File: config.mk
export PLATFORM = sky130hd
export DESIGN_NAME = adder_share_arbiter
export DESIGN_NICKNAME = d
export VERILOG_FILES = /design/src/rtl/adder_share_arbiter_pkg.sv /design/src/rtl/bitcarryselect.sv /design/src/rtl/rr_arbiter.sv /design/src/rtl/adder_share_arbiter.sv
export SDC_FILE = /design/constraint.sdc
export NUM_CORES = 1
export LEC_CHECK = 0
export BUFFER_PORTS_ARGS = -buffer_cell sky130_fd_sc_hd__buf_2
export CAP_MARGIN = 40
export CORE_AREA = 5 5 170 172
export DETAILED_ROUTE_END_ITERATION = 12
export DIE_AREA = 0 0 175 177
export GPL_TIMING_DRIVEN = 0
export PLACE_DENSITY_LB_ADDON = 0.1
export SYNTH_ARGS = -nofsm -noshare
export SYNTH_HDL_FRONTEND = slang
export SYNTH_HIERARCHICAL = 1
export SYNTH_SLANG_ARGS = --single-unit
File: constraint.sdc
create_clock -name clk -period 4.3 [get_ports clk]
set_clock_uncertainty 0.1 [all_clocks]
set_input_delay 0.645 -clock clk [delete_from_list [all_inputs] [get_ports clk]]
set_output_delay 0.645 -clock clk [all_outputs]
set_load 0.02 [all_outputs]
File: src/rtl/adder_share_arbiter_pkg.sv
// Shared definitions for the adder sharing arbiter: datapath width, FSM encoding
// and a clog2 helper used to validate the requester-id width.
package adder_share_arbiter_pkg;

  localparam int unsigned ADD_W = 32;

  typedef enum logic [1:0] {
    StIdle = 2'd0,
    StExec = 2'd1,
    StResp = 2'd2
  } state_e;

  // Ceiling log2 with a floor of 1 so a two-requester build still gets a 1-bit id.
  function automatic int unsigned clog2(input int unsigned n);
    int unsigned r;
    r = 1;
    for (int i = 1; i < 32; i++) begin
      if ((longint'(1) << i) < longint'(n)) r = i + 1;
    end
    return r;
  endfunction

endpackage

File: src/rtl/bitcarryselect.sv
// 32-bit carry-select adder: 4-bit blocks precompute both carry-in cases and the
// incoming block carry picks one. No carry-in; carry out of bit 31 on cout.
module bitcarryselect (
  input  logic [31:0] a,
  input  logic [31:0] b,
  output logic [31:0] sum,
  output logic        cout
);

  localparam int unsigned BLK  = 4;
  localparam int unsigned NBLK = 32 / BLK;

  logic [NBLK:0] c;

  assign c[0] = 1'b0;

  for (genvar i = 0; i < NBLK; i++) begin : g_blk
    logic [BLK:0] s0;
    logic [BLK:0] s1;

    assign s0 = {1'b0, a[i*BLK +: BLK]} + {1'b0, b[i*BLK +: BLK]};
    assign s1 = {1'b0, a[i*BLK +: BLK]} + {1'b0, b[i*BLK +: BLK]} + {{BLK{1'b0}}, 1'b1};

    assign sum[i*BLK +: BLK] = c[i] ? s1[BLK-1:0] : s0[BLK-1:0];
    assign c[i+1]            = c[i] ? s1[BLK] : s0[BLK];
  end

  assign cout = c[NBLK];

endmodule

File: src/rtl/rr_arbiter.sv
// Combinational round-robin arbiter: the first set request searching upward from
// ptr+1 (mod NREQ) wins; outputs a one-hot grant and its binary index.
module rr_arbiter #(
  parameter int unsigned NREQ = 4,
  parameter int unsigned IDW  = 2
) (
  input  logic [NREQ-1:0] req,
  input  logic [IDW-1:0]  ptr,
  input  logic            en,
  output logic [NREQ-1:0] gnt,
  output logic [IDW-1:0]  idx
);

  logic [31:0] j;

  // Scan from the farthest candidate back to the nearest so the nearest match wins.
  always_comb begin
    gnt = '0;
    idx = '0;
    j   = '0;
    for (int k = NREQ; k >= 1; k--) begin
      j = (32'(ptr) + 32'(k)) % NREQ;
      if (en && req[j[IDW-1:0]]) begin
        gnt              = '0;
        gnt[j[IDW-1:0]]  = 1'b1;
        idx              = j[IDW-1:0];
      end
    end
  end

endmodule

File: src/rtl/adder_share_arbiter.sv
// Shares one bitcarryselect adder among NREQ requesters with round-robin
// arbitration, registered operands and a registered, tagged response.
module adder_share_arbiter
  import adder_share_arbiter_pkg::*;
#(
  parameter int unsigned NREQ = 4,
  parameter int unsigned IDW  = 2,
  parameter int unsigned CNTW = 16
) (
  input  logic                  clk,
  input  logic                  rst_n,
  input  logic [NREQ-1:0]       req_valid,
  output logic [NREQ-1:0]       req_ready,
  input  logic [NREQ*ADD_W-1:0] req_a,
  input  logic [NREQ*ADD_W-1:0] req_b,
  output logic                  rsp_valid,
  input  logic                  rsp_ready,
  output logic [IDW-1:0]        rsp_id,
  output logic [ADD_W-1:0]      rsp_sum,
  output logic                  rsp_cout,
  output logic                  busy,
  output logic [CNTW-1:0]       ops_done
);

  if (IDW != clog2(NREQ) || NREQ < 2 || NREQ > 8) begin : g_param_check
    $error("adder_share_arbiter: NREQ must be 2..8 and IDW must equal clog2(NREQ)");
  end

  state_e            state_q, state_d;
  logic [IDW-1:0]    ptr_q, id_q, gnt_idx;
  logic [NREQ-1:0]   gnt;
  logic [ADD_W-1:0]  a_q, b_q, a_sel, b_sel, add_sum, sum_q;
  logic              add_cout, cout_q, rsp_valid_q;
  logic [IDW-1:0]    rsp_id_q;
  logic [CNTW-1:0]   ops_q;

  rr_arbiter #(
    .NREQ (NREQ),
    .IDW  (IDW)
  ) u_arb (
    .req (req_valid),
    .ptr (ptr_q),
    .en  (state_q == StIdle),
    .gnt (gnt),
    .idx (gnt_idx)
  );

  // One-hot grant makes OR-ing the selected slices a plain mux.
  always_comb begin
    a_sel = '0;
    b_sel = '0;
    for (int i = 0; i < NREQ; i++) begin
      if (gnt[i]) begin
        a_sel = a_sel | req_a[i*ADD_W +: ADD_W];
        b_sel = b_sel | req_b[i*ADD_W +: ADD_W];
      end
    end
  end

  bitcarryselect u_add (
    .a    (a_q),
    .b    (b_q),
    .sum  (add_sum),
    .cout (add_cout)
  );

  always_comb begin
    state_d = state_q;
    case (state_q)
      StIdle:  if (|gnt) state_d = StExec;
      StExec:  state_d = StResp;
      StResp:  if (rsp_ready) state_d = StIdle;
      default: state_d = StIdle;
    endcase
  end

  always_ff @(posedge clk or negedge rst_n) begin
    if (!rst_n) begin
      state_q     <= StIdle;
      ptr_q       <= IDW'(NREQ - 1);
      id_q        <= '0;
      a_q         <= '0;
      b_q         <= '0;
      rsp_valid_q <= 1'b0;
      rsp_id_q    <= '0;
      sum_q       <= '0;
      cout_q      <= 1'b0;
      ops_q       <= '0;
    end else begin
      state_q <= state_d;
      if (state_q == StIdle && |gnt) begin
        a_q   <= a_sel;
        b_q   <= b_sel;
        id_q  <= gnt_idx;
        ptr_q <= gnt_idx;
      end
      if (state_q == StExec) begin
        sum_q       <= add_sum;
        cout_q      <= add_cout;
        rsp_id_q    <= id_q;
        rsp_valid_q <= 1'b1;
      end
      if (state_q == StResp && rsp_ready) begin
        rsp_valid_q <= 1'b0;
        if (ops_q != '1) ops_q <= ops_q + CNTW'(1);
      end
    end
  end

  assign req_ready = gnt;
  assign rsp_valid = rsp_valid_q;
  assign rsp_id    = rsp_id_q;
  assign rsp_sum   = sum_q;
  assign rsp_cout  = cout_q;
  assign busy      = (state_q != StIdle);
  assign ops_done  = ops_q;

endmodule

# Word-level counts from Yosys, hierarchy flattened
# Index checks and enable logic that the tools add are counted.
dict set report op_classes {
  add_sub_neg 20
  n_lt_le_gt_ge 8
  eq_ne 5
  n_mux 51
  n_bitwise 6
  n_reduce_logical 16
}
# operator count
set op_table {}
lappend op_table {{2-to-1 mux 32 bit} 8}
lappend op_table {{bitwise OR 32 bit} 6}
lappend op_table {{2-to-1 mux 4 bit} 11}
lappend op_table {{adder 4 x 4 -> 5 bit} 8}
lappend op_table {{adder 5 x 1 -> 5 bit (second input constant)} 7}
lappend op_table {{2-to-1 mux 1 bit} 17}
lappend op_table {{adder 16 x 1 -> 16 bit (second input constant)} 1}
lappend op_table {{!= test 16 bit (second input constant)} 1}
lappend op_table {{less-than comparator 2 x 3 -> 1 bit (second input constant)} 4}
lappend op_table {{2-to-1 mux 2 bit} 6}
lappend op_table {{logical AND 1 bit} 10}
lappend op_table {{binary-select mux 1 bit (select 2 bit)} 4}
lappend op_table {{demux 1 bit (select 2 bit)} 4}
lappend op_table {{>= comparator 2 x 1 -> 1 bit (second input constant)} 4}
lappend op_table {{case mux 2 bit (3 select lines)} 1}
lappend op_table {{adder 2 x 1 -> 2 bit (second input constant)} 2}
lappend op_table {{adder 2 bit (second input constant)} 2}
lappend op_table {{!= test 2 bit (second input constant)} 2}
lappend op_table {{AND reduction 2 bit} 2}
lappend op_table {{nonzero test 2 bit} 2}
lappend op_table {{OR reduction 4 bit} 1}
lappend op_table {{== test 2 x 1 -> 1 bit (second input constant)} 1}
lappend op_table {{== test 2 bit (second input constant)} 1}
lappend op_table {{zero test 2 bit} 1}
dict set report totals {
  ff_bits 122
  input_bits 263
  elab_cells 116
}

# Depth between registers and ports, before layout
dict set report logic_depth {
  word_depth 16
  mapped_depth 15
}

# By module
# Netlist, hierarchy kept.
# module instances cells_each area_per_inst_um2 seq_area_each_um2
set by_module_without_submodules {}
lappend by_module_without_submodules {adder_share_arbiter 1 533 5764.3 3055.4}
lappend by_module_without_submodules {bitcarryselect 1 190 1697.9 0.0}
lappend by_module_without_submodules {rr_arbiter 1 72 553.0 0.0}

# Least setup slack after synthesis
# OpenSTA, ideal clock, no wires.
dict set report synth_path {
  path_kind {register -> register}
  from {register a_q[4]}
  to {register sum_q[29] (netlist: rsp_sum[29])}
  setup_ns 0.125
  arrival_ns 4.122
  path_slack_ns -0.047
  stages_incl_launch_ff 14
  path_buffers 0
  path_cell_list {dfrtp_1 > ha_1 > fa_1 > ha_1 > nand2_1 > a2111oi_4 > mux2i_1 > mux2_4 > mux2i_2 > mux2i_1 > mux2i_4 > xnor2_1 > mux2_1 > mux2_2}
}
dict set report synth_via {
  elab_chain_len 9
}
# element line_no
set synth_rtl {}
lappend synth_rtl {{from (decl)} adder_share_arbiter.sv:32} ;# logic [ADD_W-1:0] a_q, b_q, a_sel, b_sel, add_sum, sum_q;
lappend synth_rtl {{from (signal assigned)} adder_share_arbiter.sv:92} ;# a_q <= a_sel;
lappend synth_rtl {{adder 4 x 4 -> 5 bit (*)} {bitcarryselect.sv:21, bitcarryselect.sv:22}}
lappend synth_rtl {{adder 5 x 1 -> 5 bit} bitcarryselect.sv:22} ;# assign s1 = {1'b0, a[i*BLK +: BLK]} + {1'b0, b[i*BLK +: BLK]} + {{BLK{1'b0}}, 1'b1};
lappend synth_rtl {{2-to-1 mux 1 bit (*) (6 in a row)} bitcarryselect.sv:25} ;# assign c[i+1] = c[i] ? s1[BLK] : s0[BLK];
lappend synth_rtl {{2-to-1 mux 4 bit (*)} bitcarryselect.sv:24} ;# assign sum[i*BLK +: BLK] = c[i] ? s1[BLK-1:0] : s0[BLK-1:0];
lappend synth_rtl {{via add_sum[29]} adder_share_arbiter.sv:32}
lappend synth_rtl {{to (signal assigned)} adder_share_arbiter.sv:98} ;# sum_q <= add_sum;
lappend synth_rtl {{to (decl)} adder_share_arbiter.sv:32}
# Mark *: on every way through the listed nets, which the timed path passes. The rest lies on a longest branch.
# A chain may end at the register's enable or synchronous reset.

# Worst setup path after layout
dict set report layout_path {
  from {register a_q[4]}
  to {register sum_q[31] (netlist: rsp_sum[31])}
}
# Same word-level chain as after synthesis.

==> flow_summary.json <==
{
  "die_y_um": 177,
  "critPathMaxFanout": 3,
  "ys_seq_area_frac": 0.3812,
  "vias": 7885,
  "die_w_um": 175,
  "worstSetupEndpointType": "flop",
  "syn-instance-count": 795,
  "grt_max_degree": 64,
  "leakagePower_uw": 0.005020,
  "synth_area_per_cell_um2": 10.08,
  "yosys.area_share.xor_xnor": 0.05994,
  "wl_per_cell_um": 22.18,
  "cts_tree": "done",
  "die_area_um2": 30980,
  "crit_arrival_ns": 4.45,
  "firstDrtPassIters": 4,
  "syn-cell-area_um2": 8015,
  "rsz0062_at_grt": "true",
  "rr_worst_depth": 15,
  "design.core.area_um2": 27320,
  "yosysTopAreaCell": "dfrtp_1",
  "grt_antenna_before_repair": 6,
  "drive_above_1_share": 0.4266,
  "grt_pass1_vias": 8379,
  "status": "completed",
  "grt_use_total": 0.2134,
  "slew_headroom": 0.6054,
  "ys_ff_latch": 122,
  "final-hold-violation-count": 0,
  "r2r_start": "a_q[4]",
  "gp_congestion": 0.8203,
  "cp-startpoint": "a_q[4]",
  "stdcell_count": 1511,
  "critPathKind": "flop to flop",
  "wirelength_mm": 33.51,
  "synth-edff-count": 0,
  "fillerInstances": 2808,
  "cts_sinks": 122,
  "final_util": 0.4030,
  "clk_pin_slew_ns": 0.06,
  "grt-ovfl-total": 0,
  "synth_mux_area_frac": 0.09366,
  "synth_top_family_by_area": "compound AO/OA/AOI/OAI gates",
  "yosys-top-cells-area": "dfrtp_1, a22oi_1, ha_1, mux2_2, a31oi_1",
  "synth_nets": 1110,
  "clock_path_buffers": 2,
  "final_nets": 1468,
  "antenna_cells": 0,
  "postRouteAntennaNets": 0,
  "synthSimpleGateAreaFrac": 0.1143,
  "synth_top_area_frac": 0.3746,
  "dpl.hpwl_mm": 26.04,
  "synthMostInstantiatedCell": "a22oi_1",
  "multiInputGateArea_um2": 4733,
  "pin_count": 320,
  "synthAdderAreaFrac": 0.08867,
  "power_density_nw_per_um2": 1069,
  "area_growth_pct": 37.37,
  "placed_cells": 1466,
  "maxCapViolCount": 0,
  "hold_path.class": "input port to async pin",
  "drt-initial-drc-count": 416,
  "io_buffers": 316,
  "fin_crit_sh": 0.9894,
  "ys_warn_count": 6,
  "cts-root-buf": "clkbuf_16",
  "worst-slew-pin-transition_ns": 0.5919,
  "synth.lib_cells_used.distinct": 62,
  "grt_pass1_wl_mm": 49.89,
  "reg2reg_slack_ns": 0.05,
  "synth_flop_cell": "dfrtp_1",
  "r2r-end": "rsp_sum[31]",
  "synth-async-reset-ratio": 1.000,
  "fmax_mhz": 235.0,
  "peakVddDrop_mv": 0.3071,
  "critPathCapture": "rsp_sum[31]",
  "cp-start-kind": "flop",
  "initial_core_util": 0.2933,
  "htree_levels": 4,
  "drcViolationCount": 0,
  "setup_viol": 0,
  "final_max_slew_viol_count": 0,
  "synth_commonest_cells": "a22oi_1, dfrtp_1, nor2_1",
  "fin_crit_ns": 4.255,
  "cp.required_ns": 4.50,
  "regArea_um2": 3055,
  "synth_compound_area_frac": 0.2212,
  "cts_buffers": 17,
  "avgViaCountPerCell": 5.218,
  "clock_latency_ns": 0.41,
  "num_rows": 61
}
==> state kept, by name (all words and copies together) (netlist names) <==
signal and count:
state_q 2, ops_done 16, rsp_cout 1, a_q 32, rsp_sum 32, b_q 32, rsp_id 2, id_q 2
rsp_valid 1, ptr_q 2
==> power by group <==
part	internal (µW)	switching, µW	total (µW)
combinational	3370	4780	8160
sequential	1780	389	2170
clock	870	577	1450
total	6020	5750	11800
==> layout by cell type (no fill, tap or decap), drive strengths merged, types with 4 or more instances in the layout <==
cell type,instances
a21o,16
a21oi,17
a22oi,128
a31oi,64
and3,4
buf,354
clkbuf,58
clkinv,4
clkinvlp,5
dfrtp,120
fa,8
ha,44
inv,26
mux2,50
mux2i,10
nand2,27
nand3,13
nand3b,6
nand4,13
nand4b,5
nor2,75
nor2b,4
nor3,8
o211ai,5
o21ai,10
xnor2,32
xor2,22
==> routing by layer <==
metal  track usage  part of all wire
met5             0            0.0022
met1        0.2645              0.43
met3       0.05512             0.059
met2        0.3677              0.49
met4       0.06350             0.022
==> cell type report <==
type / count / share of cell area
buffer: 54 / 0.02500
clock buffer: 18 / 0.03989
clock inverter: 13 / 0.01330
inverter: 24 / 0.008182
multi-input combinational: 594 / 0.4299
sequential: 122 / 0.2775
tap: 346 / 0.03932
timing repair buffer: 340 / 0.1669
==> logic make-up (layout without fill, tap and decap cells) <==
kind of cell	after synthesis	in the layout
mux	63	63
buf+inv	79	449
flops	122	122
xor+xnor	54	54
compound gates	251	251
fa+ha+maj	52	52
simple gates	174	174
==> worst min path at each step <==
stage | to | slack [ns] | cells after the start
after CTS | ops_done[3] | 0.11 | 1
final | ops_done[3] | 0.08 | 1
after floorplan | a_q[0] | 0.25 | 0
after detailed placement | rsp_valid | 0.38 | 1
after global placement | rsp_valid | 0.37 | 1
after global routing | ops_done[3] | 0.13 | 1
==> through the flow <==
stage                     power (µW)  TNS (ns)  worst slack, ns  cell area [µm²]  hold slack (ns)
final                          11770         0          0.04549            11010          0.08465
after global routing           12830   -0.3100         -0.08915            11010           0.1273
after CTS                      11750         0         0.002390            10920           0.1073
after detailed placement        9992    -30.12          -0.5859            10160           0.3765
after global placement          9810    -34.18          -0.6193            10030           0.3731
after floorplan                 7369         0         0.003265             8019           0.2494
==> what timing repair did <==
action | in CTS | in global routing
setup buffers | 11 | 4
cloned | 0 | 0
hold buffers | 0 | 0
pin swaps | 4 | 8
resized for setup | 30 | 26
setup endpoints to repair | 78 | 79
==> critical path, stage by stage (launching register included) <==
cell and delay, ns:
dfrtp_1 0.41, ha_2 0.20, fa_1 0.51, ha_2 0.19, nand2_2 0.06, a2111oi_4 0.18
buf_4 0.19, mux2i_4 0.25, mux2_4 0.35, mux2i_4 0.29, mux2i_4 0.36, mux2i_4 0.31
buf_6 0.15, mux2i_2 0.22, xnor2_1 0.11, mux2_4 0.26
No activity file was read; power rests on OpenSTA's default activity.
